### src/rtl/prim_sweep.sv
// prim_sweep: walks codes 0..15 through the numPrim detector,
// counting primes and tracking the largest prime seen.
module prim_sweep #(
   parameter int HOLD = 1
) (
   input  logic       clk,
   input  logic       rst,
   input  logic       start,
   input  logic       abort,
   output logic       a,
   output logic       b,
   output logic       c,
   output logic       d,
   input  logic       prime_in,
   output logic       busy,
   output logic       done,
   output logic [4:0] prime_cnt,
   output logic [3:0] last_prime
);

   localparam int HW = (HOLD > 1) ? $clog2(HOLD) : 1;
   localparam logic [HW-1:0] HOLD_LAST = HW'(HOLD - 1);

   typedef enum logic [1:0] {
      IDLE = 2'd0,
      RUN  = 2'd1,
      DONE = 2'd2
   } state_t;

   state_t          state;
   state_t          state_n;
   logic [3:0]      code;
   logic [3:0]      code_n;
   logic [HW-1:0]   hold_cnt;
   logic [HW-1:0]   hold_n;
   logic [4:0]      cnt_n;
   logic [3:0]      last_n;

   assign {a, b, c, d} = code;

   // next-state and datapath updates for the sweep sequencer
   always_comb begin
      state_n = state;
      code_n  = code;
      hold_n  = hold_cnt;
      cnt_n   = prime_cnt;
      last_n  = last_prime;
      unique case (state)
         IDLE, DONE: begin
            if (start) begin
               state_n = RUN;
               code_n  = 4'd0;
               hold_n  = '0;
               cnt_n   = 5'd0;
               last_n  = 4'd0;
            end else begin
               state_n = IDLE;
            end
         end
         RUN: begin
            if (abort) begin
               state_n = IDLE;
            end else if (hold_cnt != HOLD_LAST) begin
               hold_n = hold_cnt + 1'b1;
            end else begin
               if (prime_in) begin
                  cnt_n  = prime_cnt + 5'd1;
                  last_n = code;
               end
               if (code == 4'd15) begin
                  state_n = DONE;
               end else begin
                  code_n = code + 4'd1;
                  hold_n = '0;
               end
            end
         end
         default: begin
            state_n = IDLE;
         end
      endcase
   end

   // state, datapath and registered status outputs
   always_ff @(posedge clk) begin
      if (rst) begin
         state      <= IDLE;
         code       <= 4'd0;
         hold_cnt   <= '0;
         prime_cnt  <= 5'd0;
         last_prime <= 4'd0;
         busy       <= 1'b0;
         done       <= 1'b0;
      end else begin
         state      <= state_n;
         code       <= code_n;
         hold_cnt   <= hold_n;
         prime_cnt  <= cnt_n;
         last_prime <= last_n;
         busy       <= (state_n == RUN);
         done       <= (state_n == DONE);
      end
   end

endmodule

### config.mk
export PLATFORM = sky130hd
export DESIGN_NAME = prim_sweep
export DESIGN_NICKNAME = d
export VERILOG_FILES = /design/src/rtl/prim_sweep.sv
export SDC_FILE = /design/constraint.sdc
export NUM_CORES = 1
export LEC_CHECK = 0
export CORE_UTILIZATION = 50
export CTS_CLUSTER_SIZE = 14
export DETAILED_ROUTE_END_ITERATION = 12
export GPL_ROUTABILITY_DRIVEN = 0
export HOLD_SLACK_MARGIN = 0.06
export PLACE_DENSITY_LB_ADDON = 0.25
export SLEW_MARGIN = 20
export SYNTH_ARGS = -nofsm -noshare
export SYNTH_HDL_FRONTEND = slang
export SYNTH_SLANG_ARGS = --single-unit
### constraint.sdc
create_clock -name clk -period 4.27 [get_ports clk]
set_clock_uncertainty 0.15 [all_clocks]
set_input_delay 1.281 -clock clk [delete_from_list [all_inputs] [get_ports clk]]
set_output_delay 1.281 -clock clk [all_outputs]
set_load 0.005 [all_outputs]
==> flow_summary.json <==
{
  "outcome": "finished clean",
  "final_cells": 119,
  "hold_viol_final": 0,
  "routed_wl_um": 1740,
  "p_per_area_nw_per_um2": 272,
  "fin_crit_ps": 2770,
  "die_h_um": 41.7,
  "drive_gt1_share_pct": 5.77,
  "vias_per_cell": 6.36,
  "clock-sinks": 17,
  "syn_avg_cell_area_um2": 9.05,
  "setup_viol": 0,
  "synth_nets": 94,
  "cts_tree": "yes",
  "slowest_stage": "clkdlybuf4s50_1",
  "power.leakage_uw": 0.000310,
  "slew-limit-headroom_pct": 56.5,
  "dieArea_um2": 1740,
  "crit_family": "buffers and inverters",
  "yosysWarnings": 0,
  "tns_ps": 0,
  "cts-root-buf": "clkbuf_4",
  "drv_slew": 0,
  "finalPower_uw": 270,
  "place_inst": 115,
  "firstDrtPassIters": 4,
  "portBuffers": 19,
  "ant_nets": 0,
  "start_util_pct": 56.9,
  "cp_max_fo": 8,
  "crit_chain": "clkdlybuf4s50_1",
  "peakVddDrop_mv": 0.278,
  "wire_per_inst_um": 14.6,
  "route.detailed.drc": 0,
  "core_area_um2": 1380,
  "grt_max_degree": 19,
  "max_freq_mhz": 361,
  "chipWidth_um": 41.7,
  "rsz0062_at_grt": "false",
  "syn2layout_area_growth_pct": 26.1,
  "grt.overflow.total": 0,
  "min_period_over_period_pct": 64.9,
  "ys_ff_latch": 17,
  "critPathMaxStageDelay_ps": 580,
  "hold_buffers": 0,
  "drt_first_iter_violations": 15,
  "cts_resized": 0,
  "rows": 13,
  "antennaDiodeCount": 0,
  "cts_buffer_depth": 2,
  "clk_pin_slew_ps": 100,
  "cp.buffers_inverters": 1,
  "arrival_ps": 1340,
  "ys_types": 27,
  "syn-instance-count": 87,
  "start_kind": "register",
  "tightestPinTransition_ps": 651,
  "grt_pass1_wl_um": 2820,
  "final_util_pct": 71.8,
  "nets": 112,
  "vias": 757,
  "grt_pass1_vias": 676,
  "syn-cell-area_um2": 787,
  "numCtsBuffers": 3,
  "maxCapViolCount": 0,
  "endpoint_kind": "output pin",
  "ys_seq_area_share_pct": 43.2,
  "track_usage_pct": 20.7,
  "hold_class": "reg -> reg",
  "antenna_found_initial": 0,
  "htreeDepth": 1,
  "cp.required_ps": 2840,
  "critical_path_class": "reg -> out",
  "clk-insertion-delay-late_ps": 290,
  "post_cts_buffers": 0,
  "io_pins": 20
}
-- report_power, final --
part	internal [uW]	switching, uW	leakage [uW]	total [uW]
Sequential	161	3.07	0.000138	164
Combinational	10.2	12.5	0.000155	22.8
Clock	34.8	49.0	0.0000177	83.7
-- synth_stat cells, drive strengths merged --
master | instances | share of area, %
nand2b | 3 | 2.4
clkbuf | 4 | 1.9
dfxtp | 17 | 43
nand3 | 11 | 7.0
or3b | 1 | 1.4
nor3 | 2 | 1.3
nand3b | 2 | 1.9
a21oi | 10 | 6.4
and4bb | 1 | 1.6
a41oi | 2 | 2.2
a311oi | 2 | 2.2
nand2 | 6 | 2.9
nor2b | 1 | 0.80
ha | 2 | 3.2
nor3b | 1 | 0.95
nand4bb | 1 | 1.4
nand4 | 1 | 0.80
o211ai | 4 | 3.8
buf | 2 | 2.1
nand4b | 5 | 5.6
a31oi | 2 | 1.6
inv | 1 | 0.48
and3 | 1 | 0.80
o22ai | 1 | 0.80
a22oi | 1 | 0.95
or3 | 3 | 2.4
-- per-stage QoR --
| step | hold slack, ps | cell area [um^2] | setup slack (ps) |
|---|---|---|---|
| global placement | 306 | 965 | 1380 |
| floorplan | 310 | 787 | 1900 |
| detailed placement | 311 | 965 | 1290 |
| CTS | 325 | 992 | 1500 |
| global route | 338 | 992 | 1450 |
| finish | 321 | 992 | 1500 |
-- area by class of cell --
type,instances,area [um^2]
multi-input cells,63,412
fillers,107,390
flip-flops and latches,17,340
repair buffers,19,190
clock buffers,3,22.5
well taps,15,18.8
clock inverters,1,5.00
inverters,1,3.75
-- tightest hold or removal path, stage by stage (launching register included) --
cell and delay (ps):
dfxtp_1 320, nand3_1 60, a21oi_1 50
-- placed cells by master, fill, tap and decap left out --
cell type and instances:
nand4b_1 5, nor3_1 2, dfxtp_1 17, a311oi_1 2
ha_1 2, nor3b_1 1, a21oi_1 10, a41oi_1 2
clkdlybuf4s50_1 19, nand2_1 6, or3_1 3, a31oi_1 2
a22oi_1 1, nand2b_1 3, clkbuf_4 3, and4bb_2 1
clkinv_2 1, o211ai_1 4, o22ai_1 1, nor2b_1 1
and3_1 1, nand4bb_1 1, nand3b_1 2, inv_1 1
nand4_1 1, or3b_4 1, nand3_1 11
-- registers in the layout (all words and copies together), names as in the netlist --
register	count
prime_cnt	5
code	4
last_prime	4
state	2
busy	1
done	1
-- final timing paths --
kind	startpoint	end	slack, ps	depth (start not counted)
worst max-delay path	code[3]	a	1500	1
worst min-delay path	last_prime[1]	last_prime[1]	320	2
worst max register to register	state[0]	code[0]	2570	3
worst min register to register	last_prime[1]	last_prime[1]	320	2
-- metal layers --
metal	GRT usage [%]	wire length, um
met5	0	0
met4	11.6	26
met3	6.09	77
met2	33.4	849
met1	24.4	784
-- cell families (layout without fill, tap and decap cells) --
group	after synthesis	count (layout)	synth area share, %
flip-flops	17	17	43.2
AND/OR/NAND/NOR	39	39	31.2
adder cells (fa/ha/maj)	2	2	3.18
AO/OA/AOI/OAI	22	22	18.0
buffers and inverters	7	24	4.45
No activity file was read; power rests on OpenSTA's default activity.
